===== config.mk =====
export PLATFORM = sky130hd
export DESIGN_NAME = mips32_imem_loader
export DESIGN_NICKNAME = d
export VERILOG_FILES = /design/src/rtl/mips32_pkg.sv /design/src/rtl/mips32_word_packer.sv /design/src/rtl/mips32_imem_loader.sv
export SDC_FILE = /design/constraint.sdc
export NUM_CORES = 1
export LEC_CHECK = 0
export CORE_MARGIN = 5
export CORE_UTILIZATION = 40
export CTS_CLUSTER_SIZE = 20
export DETAILED_ROUTE_END_ITERATION = 12
export GPL_ROUTABILITY_DRIVEN = 0
export SLEW_MARGIN = 40
export SYNTH_ARGS = -nofsm -noshare
export SYNTH_HDL_FRONTEND = slang
export SYNTH_SLANG_ARGS = --single-unit

===== constraint.sdc =====
create_clock -name clk_1 -period 2.7 [get_ports clk_1]
set_input_delay 0.27 -clock clk_1 [delete_from_list [all_inputs] [get_ports clk_1]]
set_output_delay 0.27 -clock clk_1 [all_outputs]
set_load 0.01 [all_outputs]

===== src/rtl/mips32_pkg.sv =====
// Shared MIPS32 definitions used by the instruction-memory loader.
// Contents:
//   IMEM_DEPTH     - instruction-memory capacity in 32-bit words
//   INSTR_W        - instruction word width in bits
//   loader_state_t - loader FSM states (LOAD, DONE, ERROR)
package mips32_pkg;

    localparam int IMEM_DEPTH = 512;
    localparam int INSTR_W    = 32;

    typedef enum logic [1:0] {
        LOAD  = 2'd0,
        DONE  = 2'd1,
        ERROR = 2'd2
    } loader_state_t;

endpackage


===== src/rtl/mips32_word_packer.sv =====
// Packs a byte stream into big-endian 32-bit words.
// The first byte of a word lands in [31:24]. A word is presented
// combinationally on the cycle its 4th byte, or a byte marked last, is
// accepted. A short final word has its unfilled low bytes set to zero.
// Ports:
//   clk_1, rst  - clock and synchronous active-high reset
//   clear       - restart packing at byte 0 (fresh load)
//   accept      - byte_in/last are consumed this cycle
//   byte_in     - program byte
//   last        - byte_in is the final byte of the program
//   word_valid  - word is complete this cycle
//   word        - assembled (zero-padded) word
module mips32_word_packer
    import mips32_pkg::*;
(
    input  logic               clk_1,
    input  logic               rst,
    input  logic               clear,
    input  logic               accept,
    input  logic [7:0]         byte_in,
    input  logic               last,
    output logic               word_valid,
    output logic [INSTR_W-1:0] word
);

    logic [1:0]  byte_idx;
    // Earlier bytes of the current word; the most recent byte sits in [7:0].
    logic [23:0] shreg;

    assign word_valid = accept && ((byte_idx == 2'd3) || last);

    // NOTE: every always_comb output gets a default first so no path can infer a latch.
    always_comb begin
        word = '0;
        case (byte_idx)
            2'd0: word = {byte_in, 24'h0};
            2'd1: word = {shreg[7:0], byte_in, 16'h0};
            2'd2: word = {shreg[15:0], byte_in, 8'h0};
            default: word = {shreg, byte_in};
        endcase
    end

    // NOTE: sequential state is updated with non-blocking assignments only.
    always_ff @(posedge clk_1) begin
        if (rst || clear) begin
            byte_idx <= 2'd0;
            shreg    <= '0;
        end else if (accept) begin
            byte_idx <= word_valid ? 2'd0 : byte_idx + 2'd1;
            shreg    <= {shreg[15:0], byte_in};
        end
    end

endmodule


===== src/rtl/mips32_imem_loader.sv =====
// Loads a MIPS32 program from a byte stream into instruction memory and
// holds the core in reset until the load completes.
// Ports:
//   clk_1, rst           - clock and synchronous active-high reset
//   in_valid/in_ready    - byte stream handshake
//   in_data, in_last     - program byte and end-of-program marker
//   start                - begin a fresh load (only from DONE or ERROR)
//   imem_we/addr/wdata   - registered one-cycle write to instruction memory
//   core_rst             - holds the core in reset while 1
//   done, err_overflow   - FSM is in DONE / ERROR
//   word_count           - words written since the load began
module mips32_imem_loader
    import mips32_pkg::*;
#(
    parameter int DEPTH = IMEM_DEPTH,
    parameter int AW    = 9
) (
    input  logic               clk_1,
    input  logic               rst,
    input  logic               in_valid,
    output logic               in_ready,
    input  logic [7:0]         in_data,
    input  logic               in_last,
    input  logic               start,
    output logic               imem_we,
    output logic [AW-1:0]      imem_addr,
    output logic [INSTR_W-1:0] imem_wdata,
    output logic               core_rst,
    output logic               done,
    output logic               err_overflow,
    output logic [AW:0]        word_count
);

    localparam logic [AW:0] FULL_COUNT = (AW+1)'(DEPTH);
    localparam logic [AW:0] ONE        = {{AW{1'b0}}, 1'b1};

    loader_state_t      state;
    logic               accept;
    logic               restart;
    logic               word_valid;
    logic [INSTR_W-1:0] word;

    assign in_ready = (state == LOAD);
    assign accept   = in_valid && in_ready;
    assign restart  = start && (state != LOAD);

    // start is decoded combinationally so the core goes back into reset on
    // the very cycle the reload is requested, not one cycle later.
    assign core_rst     = (state != DONE) || restart;
    assign done         = (state == DONE) && !restart;
    assign err_overflow = (state == ERROR);

    mips32_word_packer u_packer (
        .clk_1      (clk_1),
        .rst        (rst),
        .clear      (restart),
        .accept     (accept),
        .byte_in    (in_data),
        .last       (in_last),
        .word_valid (word_valid),
        .word       (word)
    );

    always_ff @(posedge clk_1) begin
        if (rst) begin
            state      <= LOAD;
            word_count <= '0;
            imem_we    <= 1'b0;
            imem_addr  <= '0;
            imem_wdata <= '0;
        end else begin
            imem_we <= 1'b0;
            case (state)
                LOAD: begin
                    if (accept) begin
                        // Memory is full: drop the byte and never wrap the address.
                        if (word_count == FULL_COUNT) begin
                            state <= ERROR;
                        end else begin
                            if (word_valid) begin
                                imem_we    <= 1'b1;
                                imem_addr  <= word_count[AW-1:0];
                                imem_wdata <= word;
                                word_count <= word_count + ONE;
                            end
                            if (in_last) begin
                                state <= DONE;
                            end
                        end
                    end
                end
                DONE, ERROR: begin
                    if (start) begin
                        state      <= LOAD;
                        word_count <= '0;
                    end
                end
                default: state <= LOAD;
            endcase
        end
    end

endmodule


==> results of run 1 <==
[sequential cells by signal, indices dropped and copies added (netlist names)]
signal and flops:
imem_wdata 32, u_packer.shreg 24, u_packer.byte_idx 2, imem_we 1, imem_addr 9, word_count 10
state 2
[cell type report]
cell class | instances | area, um^2
Inverter | 10 | 37.54
Clock inverter | 7 | 102.6
Clock buffer | 9 | 123.9
Sequential cell | 80 | 1602
Timing Repair Buffer | 81 | 798.3
Multi-Input combinational cell | 344 | 1874
Tap cell | 111 | 138.9
Fill cell | 874 | 4432
[worst max-delay path, delay by kind of cell, from the launching register on]
family          cells  cell delay [ns]
compound gates      2             0.82
fa+ha+maj           1             0.44
buf+inv             1             0.08
flops               1             0.39
simple gates        2             0.61
[metrics by stage]
step | hold slack [ns] | utilization, % | instance area, um^2 | total power [mW] | setup WS [ns]
detailed placement | 0.4455 | 48.83 | 4448 | 1.615 | 0.2899
finish | 0.4080 | 51.35 | 4677 | 2.596 | 0.2783
CTS | 0.3865 | 51.32 | 4674 | 2.612 | 0.2769
global route | 0.4036 | 51.35 | 4677 | 2.701 | 0.1315
global placement | 0.4409 | 48.83 | 4448 | 1.612 | 0.3510
floorplan | 0.4060 | - | 3675 | 1.474 | 0.4853
[kinds of logic after synthesis]
kind of cell | synth area share, %
AND/OR/NAND/NOR | 24.96
AO/OA/AOI/OAI | 21.96
flip-flops | 43.58
buffers and inverters | 5.482
adder cells (fa/ha/maj) | 3.745
multiplexers | 0.2724
[cell usage in the layout, fill, tap and decap left out, types with 6 or more instances in the layout]
master | synthesis | routed
ha_1 | 11 | 10
a22oi_1 | 11 | 11
nor2_1 | 25 | 25
a32o_1 | 8 | 8
nand3_1 | 10 | 10
a222oi_1 | 8 | 8
inv_1 | 9 | 9
nor3_1 | 13 | 13
or3_1 | 6 | 6
clkdlybuf4s50_1 | 0 | 67
a21oi_1 | 59 | 59
dfxtp_1 | 80 | 80
nand2_1 | 133 | 133
buf_4 | 2 | 11
a211oi_1 | 9 | 9
clkbuf_8 | 0 | 9
o21ai_0 | 18 | 18
[per-layer routing]
layer	routed length, um	vias to the layer above
met5	0	-
met4	178	0
met3	732	17
met2	4418	135
met1	4800	1621
li1	-	1754
[Yosys cell counts (2+ instances only)]
cell type / instances
nand2_1: 133
dfxtp_1: 80
a21oi_1: 59
nor2_1: 25
clkbuf_1: 21
o21ai_0: 18
nor3_1: 13
a22oi_1: 11
ha_1: 11
nand3_1: 10
a211oi_1: 9
inv_1: 9
a222oi_1: 8
a32o_1: 8
buf_2: 8
or3_1: 6
a211o_1: 3
a31oi_1: 3
and2_1: 3
and3_1: 3
nor4b_1: 3
buf_1: 2
buf_4: 2
buf_6: 2
nor3b_1: 2
[worst max-delay path by stage]
stage | start | end | slack, ns | cells past startpoint
floorplan | state[0]$_SDFFE_PP0P_ | word_count[7]$_SDFFE_PP0P_ | 0.49 | 8
detailed placement | state[0]$_SDFFE_PP0P_ | word_count[7]$_SDFFE_PP0P_ | 0.29 | 6
CTS | state[0]$_SDFFE_PP0P_ | word_count[7]$_SDFFE_PP0P_ | 0.28 | 6
global placement | state[0]$_SDFFE_PP0P_ | word_count[7]$_SDFFE_PP0P_ | 0.35 | 6
global route | state[0]$_SDFFE_PP0P_ | word_count[4]$_SDFFE_PP0P_ | 0.13 | 6
finish | state[0]$_SDFFE_PP0P_ | word_count[6]$_SDFFE_PP0P_ | 0.28 | 6
[power by group]
part	total (mW)	internal, mW	leakage [nW]	switching (mW)
logic	0.339	0.136	0.834	0.203
registers	1.25	1.22	0.649	0.0307
clock network	1.01	0.531	0.110	0.479
==> flow_summary_export.csv, run 1 <==
group,metric,value,unit
clocking,cts_root_buf,"clkbuf_8",
global_routing,grt_antenna_before_repair,0,
clocking,cts_tree,"yes",
critical_path,end_kind,"flip-flop",
power_and_ir_drop,power.leakage,1.592,nW
critical_path,arrival,2.68,ns
timing,timing.final.crit_share,89.69,%
clocking,clk_pin_slew,0.09,ns
min_path,min_path_cells,3,
logic_synthesis,seq_area_frac_synth,43.58,%
timing,drv_slew,0,
timing,tightest_slew,0.6864,ns
min_path,hp-class,"input port to flip-flop",
timing,finalSetupViolCount,0,
clocking,clock-sinks,80,
critical_path,cp_slowest_cell,"a2111o_1",
drt,via_per_inst,5.494,
cells_and_area,drive_above_1_share,6.780,%
global_routing,gr-total-overflow,0,
place,port_buffers,68,
power_and_ir_drop,ir_drop,278.7,uV
floorplanning,num_rows,35,
timing,setup_tns,0,ns
timing,period_minus_slack,2.422,ns
logic_synthesis,synth-seq-cells,80,
clocking,clkLatencyLatePin,0.36,ns
global_routing,grt_max_degree,55,
logic_synthesis,netlist_instances,469,
global_routing,grt-busiest-layer,"met1",
logic_synthesis,syn_nets,493,
clocking,cts-buffers-inserted,9,
logic_synthesis,ys_warn_count,0,
clocking,postCtsSetupBuffers,0,
clocking,ctsResizeCount,0,
drt,dr.pass1.iters,6,
drt,drt_wl_total,10130,um
place,dp_hpwl,6912,um
logic_synthesis,synth_area,0.003675,mm^2
critical_path,rr_endpoint,"word_count[6]$_SDFFE_PP0P_",
floorplanning,dieArea,0.01120,mm^2
drt,vias,3527,
drt,drt-initial-drc-count,246,
floorplanning,start_util,40.34,%
critical_path,path_class,"flip-flop to flip-flop",
global_routing,grt_use_met2,26.50,%
clocking,htreeDepth,3,
critical_path,cpPeakStageDelay,0.56,ns
critical_path,timing.reg2reg.setup_slack,0.28,ns
drt,drc,0,
global_routing,use_met3,2.939,%
power_and_ir_drop,power_density,555.1,mW/mm^2
logic_synthesis,synth_edf_count,0,
logic_synthesis,synth_top_cell_area_share,43.58,%
floorplanning,die_h,105.9,um
critical_path,start_kind,"flip-flop",
timing,finClkSkew,0.01663,ns
critical_path,worstReg2RegStart,"state[0]$_SDFFE_PP0P_",
critical_path,reg2reg_depth,6,
drt,ant_nets,0,
logic_synthesis,async_flop_share,0,%
cells_and_area,instances_no_fill,642,
cells_and_area,area.growth.synth_to_final,27.27,%
global_routing,grt_pass1_vias,3189,
critical_path,cp_cell_sequence,"inv_1, ha_1, nor2b_4, a2111o_1, or3_1, a32o_1",
timing,max_freq,412.9,MHz
cells_and_area,antenna_cells,0,
floorplanning,dieWidth,105.9,um
logic_synthesis,ys_types,42,
global_routing,grtUsageTotal,18.18,%
floorplanning,core_region_area,0.009109,mm^2
global_routing,use_met1,27.02,%
critical_path,worstPathRequired,2.95,ns
min_path,min_from,"rst",
logic_synthesis,synthTopCellsByArea,"dfxtp_1, nand2_1, a21oi_1, ha_1, nor2_1",
run_status,status,"finished clean",
timing,maxSlewHeadroom,54.24,%
min_path,hold_path_end,"word_count[8]$_SDFFE_PP0P_",
drt,routedWlPerCell,15.78,um
job,cap_violations,0,
place,placed_cells,626,
logic_synthesis,ys.flop_type,"dfxtp_1",
clocking,ctsHoldBuffers,0,
cells_and_area,nets,550,
logic_synthesis,avgSynthCellArea,7.835,um^2
critical_path,cp_max_fo,13,
global_routing,grt_pass1_wl,16660,um
timing,rsz0062_at_grt,"no",
floorplanning,pin_count,69,
clocking,clockBufferDepth,2,
timing,hold_viol_final,0,
logic_synthesis,yosysTopAreaCell,"dfxtp_1",
(Power assumes the default switching activity.)
==> inputs of run 2 (changes only) <==
==> constraint.sdc (replaced) <==
create_clock -name clk_1 -period 2.7 [get_ports clk_1]
set_input_delay 0.27 -clock clk_1 [delete_from_list [all_inputs] [get_ports clk_1]]
set_output_delay 0.27 -clock clk_1 [all_outputs]
set_load 0.1 [all_outputs]
==> flow_summary_export.csv, run 2 (synthesis results as in run 1) <==
group,metric,value,unit
cells_and_area,final_cell_mix,"nand2_1, dfxtp_1, buf_4, a21oi_1, nor2_1",
critical_path,timing.reg2reg.setup_slack,0.39,ns
critical_path,worstReg2RegStart,"state[0]$_SDFFE_PP0P_",
drt,via_per_inst,5.413,
floorplanning,dieWidth,105.9,um
timing,rsz0062_at_grt,"no",
global_routing,gr-total-overflow,0,
cells_and_area,drive_above_1_share,17.74,%
floorplanning,num_rows,35,
cells_and_area,layout_commonest_cell,"nand2_1",
clocking,htreeDepth,3,
cells_and_area,nets,549,
place,placed_cells,625,
global_routing,grt_pass1_vias,3024,
global_routing,grt_pass1_wl,16090,um
place,dp_slack,0.4098,ns
cells_and_area,instances_no_fill,641,
global_routing,grt_max_degree,57,
power_and_ir_drop,power.switching,0.8625,mW
clocking,cts_tree,"yes",
timing,timing.final.crit_share,85.68,%
job,cap_violations,0,
min_path,min_path_cells,3,
timing,drv_slew,0,
cells_and_area,area.growth.synth_to_final,22.10,%
drt,drt_wl_total,9937,um
timing,period_minus_slack,2.313,ns
cells_and_area,regMostFlops,"imem_wdata",
drt,drc,0,
timing,hold_slack,0.4015,ns
floorplanning,start_util,40.34,%
power_and_ir_drop,p_seq_share,48.4,%
floorplanning,dieArea,0.01120,mm^2
timing,finClkSkew,0.01360,ns
critical_path,rr_endpoint,"word_count[1]$_SDFFE_PP0P_",
timing,worst_slack,0.3866,ns
timing,hold_viol_final,0,
clocking,cts_root_buf,"clkbuf_8",
timing,setup_tns,0,ns
global_routing,grt_antenna_before_repair,0,
clocking,ctsHoldBuffers,0,
cells_and_area,antenna_cells,0,
cells_and_area,reg.largest.list,"imem_wdata: 32 flops, u_packer.shreg: 24 flops, word_count: 10 flops",
critical_path,end_kind,"flip-flop",
drt,ant_nets,0,
floorplanning,core_region_area,0.009109,mm^2
critical_path,reg2reg_depth,6,
floorplanning,pin_count,69,
drt,drt-initial-drc-count,277,
critical_path,path_class,"flip-flop to flip-flop",
min_path,hp-class,"input port to flip-flop",
power_and_ir_drop,power.leakage,1.655,nW
critical_path,cp_max_fo,13,
clocking,clk_pin_slew,0.09,ns
clocking,clock-sinks,80,
run_status,status,"finished clean",
power_and_ir_drop,ir_drop,363.6,uV
clocking,postCtsSetupBuffers,0,
timing,maxSlewHeadroom,55.28,%
critical_path,start_kind,"flip-flop",
clocking,cts-buffers-inserted,9,
power_and_ir_drop,switching_share,33.48,%
critical_path,arrival,2.58,ns
min_path,hold_path_end,"word_count[4]$_SDFFE_PP0P_",
drt,dr.pass1.iters,5,
place,dp_hpwl,6739,um
power_and_ir_drop,power_density,574.1,mW/mm^2
drt,vias,3470,
timing,max_freq,432.3,MHz
clocking,ctsResizeCount,0,
timing,tightest_slew,0.6708,ns
floorplanning,die_h,105.9,um
power_and_ir_drop,p_int,1.713,mW
drt,routedWlPerCell,15.50,um
cells_and_area,largest_reg_flops,32,
clocking,clockBufferDepth,2,
clocking,clkLatencyLatePin,0.35,ns
timing,finalSetupViolCount,0,
min_path,min_from,"rst",
critical_path,worstPathRequired,2.97,ns
cells_and_area,nFillCells,892,
power_and_ir_drop,p_total,2.576,mW
power_and_ir_drop,pwr-share-comb,19.6,%
place,port_buffers,68,
global_routing,grtUsageTotal,17.66,%
power_and_ir_drop,clkPwrFrac,32.0,%
-- run 2: cell types whose count changed in the layout (fill, tap and decap cells not counted) --
cell / previous run / this run
buf_12: 2 / 1
buf_4: 11 / 67
bufinv_16: 2 / 0
clkbuf_8: 9 / 10
clkdlybuf4s50_1: 67 / 11
clkinv_4: 2 / 0
clkinvlp_4: 1 / 5
ha_1: 10 / 9
ha_2: 1 / 2
inv_1: 9 / 8
inv_6: 2 / 1
inv_8: 0 / 1
nand2_1: 133 / 132
nand2_2: 0 / 1
-- run 2: how the worst max path moves through the flow --
| stage | start | end | slack [ns] |
|---|---|---|---|
| 2_1_floorplan | state[0]$_SDFFE_PP0P_ | done | 0.17 |
| 3_3_place_gp | state[0]$_SDFFE_PP0P_ | word_count[7]$_SDFFE_PP0P_ | 0.44 |
| 3_5_place_dp | state[0]$_SDFFE_PP0P_ | word_count[2]$_SDFFE_PP0P_ | 0.41 |
| 4_1_cts | state[0]$_SDFFE_PP0P_ | word_count[1]$_SDFFE_PP0P_ | 0.38 |
| 5_1_grt | state[0]$_SDFFE_PP0P_ | word_count[1]$_SDFFE_PP0P_ | 0.23 |
| 6_report | state[0]$_SDFFE_PP0P_ | word_count[1]$_SDFFE_PP0P_ | 0.39 |
-- run 2: metal layers --
layer	up-vias	part of all wire [%]	GRT usage, %
met5	-	0	0
met1	1619	48	25.93
met4	0	0.63	3.330
met3	6	6.7	5.511
li1	1740	-	-
met2	105	45	25.50
-- run 2: area by class of cell --
type / count / area [um^2] / area share [%]
timing repair buffer: 80 / 638.1 / 14.22
clock inverter: 6 / 50.05 / 1.115
clock buffer: 10 / 137.6 / 3.067
sequential: 80 / 1602 / 35.69
inverter: 10 / 41.29 / 0.9202
multi-input combinational: 344 / 1879 / 41.89
tap: 111 / 138.9 / 3.095
-- run 2: worst max-delay path, cell delays in order, from the launching register on --
cell and delay (ns):
dfxtp_1 0.39, inv_1 0.08, ha_2 0.37, nor2b_4 0.17
a2111o_1 0.55, or4b_1 0.52, a21oi_1 0.16
-- run 2: stage by stage --
| stage | instance area (um^2) | util (%) |
|---|---|---|
| floorplan | 3684 | - |
| global placement | 4297 | 47.17 |
| detailed placement | 4297 | 47.17 |
| CTS | 4484 | 49.23 |
| global route | 4487 | 49.26 |
| finish | 4487 | 49.26 |
-- run 2: power by group through the flow --
| stage | registers [mW] | logic [mW] | clock network [mW] |
|---|---|---|---|
| global placement | 1.27 | 0.503 | 0 |
| CTS | 1.25 | 0.506 | 0.858 |
| finish | 1.25 | 0.504 | 0.825 |
| detailed placement | 1.27 | 0.505 | 0 |
| global route | 1.25 | 0.541 | 0.909 |
| floorplan | 1.42 | 0.230 | 0 |
==> inputs of run 3 (changes only) <==
--- a/config.mk
+++ b/config.mk
@@ -6,10 +6,11 @@
 export NUM_CORES = 1
 export LEC_CHECK = 0
 export CORE_MARGIN = 5
-export CORE_UTILIZATION = 40
+export CORE_UTILIZATION = 52
 export CTS_CLUSTER_SIZE = 20
 export DETAILED_ROUTE_END_ITERATION = 12
 export GPL_ROUTABILITY_DRIVEN = 0
+export PLACE_DENSITY = 0.8
 export SLEW_MARGIN = 40
 export SYNTH_ARGS = -nofsm -noshare
 export SYNTH_HDL_FRONTEND = slang
==> flow_summary_export.csv, run 3 (synthesis results as in run 1) <==
group,metric,value,unit
cells_and_area,antenna_cells,0,
power_and_ir_drop,power.leakage,1.683,nW
critical_path,worstPathRequired,2.94,ns
floorplanning,core_region_area,0.006832,mm^2
timing,hold_viol_final,0,
power_and_ir_drop,pwr-share-comb,17.5,%
critical_path,path_class,"flip-flop to flip-flop",
clocking,cts_tree,"yes",
global_routing,use_met1,31.52,%
critical_path,cp_cell_sequence,"inv_1, ha_2, nor2b_4, a2111o_1, or3_1, a32o_1",
timing,finClkSkew,0.009826,ns
clocking,htreeDepth,3,
power_and_ir_drop,p_seq_share,44.6,%
place,dp_hpwl,6508,um
clocking,cts-buffers-inserted,9,
cells_and_area,drive_above_1_share,17.42,%
drt,drt-initial-drc-count,330,
drt,via_per_inst,5.659,
critical_path,cp_slowest_cell,"a2111o_1",
floorplanning,dieWidth,94.07,um
drt,ant_nets,0,
critical_path,end_kind,"flip-flop",
power_and_ir_drop,ir_drop,323.1,uV
floorplanning,start_util,53.79,%
global_routing,use_met3,4.728,%
clocking,clock-sinks,80,
cells_and_area,multiInputGateArea,0.001879,mm^2
clocking,ctsHoldBuffers,0,
job,cap_violations,0,
cells_and_area,seqCellArea,0.001602,mm^2
drt,vias,3531,
floorplanning,dieArea,0.008848,mm^2
timing,max_freq,431.1,MHz
timing,maxSlewHeadroom,58.40,%
drt,drt_wl_total,9584,um
place,dp_slack,0.4115,ns
clocking,clockBufferDepth,2,
cells_and_area,reg.largest.list,"imem_wdata: 32 flops, u_packer.shreg: 24 flops, word_count: 10 flops",
place,port_buffers,68,
timing,rsz0062_at_grt,"no",
critical_path,start_kind,"flip-flop",
clocking,clk_pin_slew,0.08,ns
global_routing,grt_max_degree,57,
timing,finalSetupViolCount,0,
clocking,postCtsSetupBuffers,0,
power_and_ir_drop,clkPwrFrac,37.9,%
run_status,status,"finished clean",
global_routing,grt-busiest-layer,"met2",
power_and_ir_drop,power_density,623.2,mW/mm^2
critical_path,arrival,2.56,ns
critical_path,cpPeakStageDelay,0.54,ns
global_routing,grt_use_met2,32.41,%
global_routing,grtUsageTotal,21.85,%
cells_and_area,largest_reg_flops,32,
global_routing,grt_pass1_wl,15390,um
global_routing,gr-total-overflow,0,
cells_and_area,layout_commonest_cell,"nand2_1",
drt,drc,0,
timing,tightest_slew,0.6240,ns
global_routing,grt_antenna_before_repair,0,
drt,routedWlPerCell,15.36,um
place,placed_area,0.004258,mm^2
critical_path,cp_max_fo,13,
min_path,hp-class,"input port to flip-flop",
timing,setup_tns,0,ns
timing,worst_slack,0.3804,ns
cells_and_area,nFillCells,601,
timing,drv_slew,0,
cells_and_area,final_cell_mix,"nand2_1, dfxtp_1, buf_4, a21oi_1, nor2_1",
timing,timing.final.crit_share,85.91,%
cells_and_area,regMostFlops,"imem_wdata",
power_and_ir_drop,power.switching,0.8282,mW
floorplanning,die_h,94.07,um
floorplanning,num_rows,30,
drt,dr.pass1.iters,5,
timing,period_minus_slack,2.320,ns
global_routing,grt_pass1_vias,3062,
cells_and_area,nets,548,
floorplanning,pin_count,69,
cells_and_area,fin_area,0.004502,mm^2
power_and_ir_drop,p_int,1.977,mW
clocking,cts_root_buf,"clkbuf_8",
clocking,clkLatencyLatePin,0.35,ns
cells_and_area,area.growth.synth_to_final,22.51,%
clocking,ctsResizeCount,0,
power_and_ir_drop,switching_share,29.52,%
## run 3: cell count changes in the layout (fill, tap and decap cells not counted)
cell | before | now
inv_8 | 1 | 0
clkinvlp_4 | 5 | 1
buf_12 | 1 | 0
bufinv_16 | 0 | 3
clkinv_2 | 0 | 1
## run 3: critical path: cells and delay by family (launching register included)
kind / cells / cell delay, ns
AO/OA/AOI/OAI: 2 / 0.80
AND/OR/NAND/NOR: 2 / 0.56
flip-flops: 1 / 0.39
adder cells (fa/ha/maj): 1 / 0.37
buffers and inverters: 1 / 0.08
## run 3: worst paths after layout
| kind | from | to | slack, ns | cells after the start |
|---|---|---|---|---|
| min reg2reg | imem_wdata[1]$_SDFFE_PP0P_ | imem_wdata[1]$_SDFFE_PP0P_ | 0.46 | 2 |
| max reg2reg | state[0]$_SDFFE_PP0P_ | word_count[8]$_SDFFE_PP0P_ | 0.38 | 6 |
| min | rst | word_count[7]$_SDFFE_PP0P_ | 0.39 | 3 |
| max | state[0]$_SDFFE_PP0P_ | word_count[8]$_SDFFE_PP0P_ | 0.38 | 6 |
## run 3: layout make-up
type | count | share of cell area [%]
Clock buffer | 10 | 3.057
Clock inverter | 5 | 2.307
Inverter | 10 | 0.9172
Multi-Input combinational cell | 344 | 41.75
Sequential cell | 80 | 35.58
Tap cell | 96 | 2.668
Timing Repair Buffer | 79 | 13.73
## run 3: stage by stage
stage / total power [mW] / utilization [%] / hold WS (ns) / std cells
floorplan: 1.646 / - / 0.4060 / 469
global placement: 1.762 / 62.33 / 0.4419 / 609
detailed placement: 1.769 / 62.33 / 0.4439 / 609
CTS: 2.814 / 65.86 / 0.3845 / 624
global route: 2.911 / 65.90 / 0.4031 / 624
finish: 2.805 / 65.90 / 0.3891 / 624
## run 3: routing by layer
metal | vias to the layer above | part of all wire, %
met5 | - | 0
met4 | 0 | 1.2
met3 | 12 | 6.4
met2 | 130 | 47
met1 | 1644 | 46
li1 | 1745 | -
## run 3: power by group through the flow
stage,clock network [mW],registers [mW],logic [mW]
floorplan,0,1.42,0.230
global placement,0,1.28,0.485
detailed placement,0,1.28,0.490
CTS,1.07,1.25,0.491
global route,1.13,1.26,0.522
finish,1.06,1.25,0.491
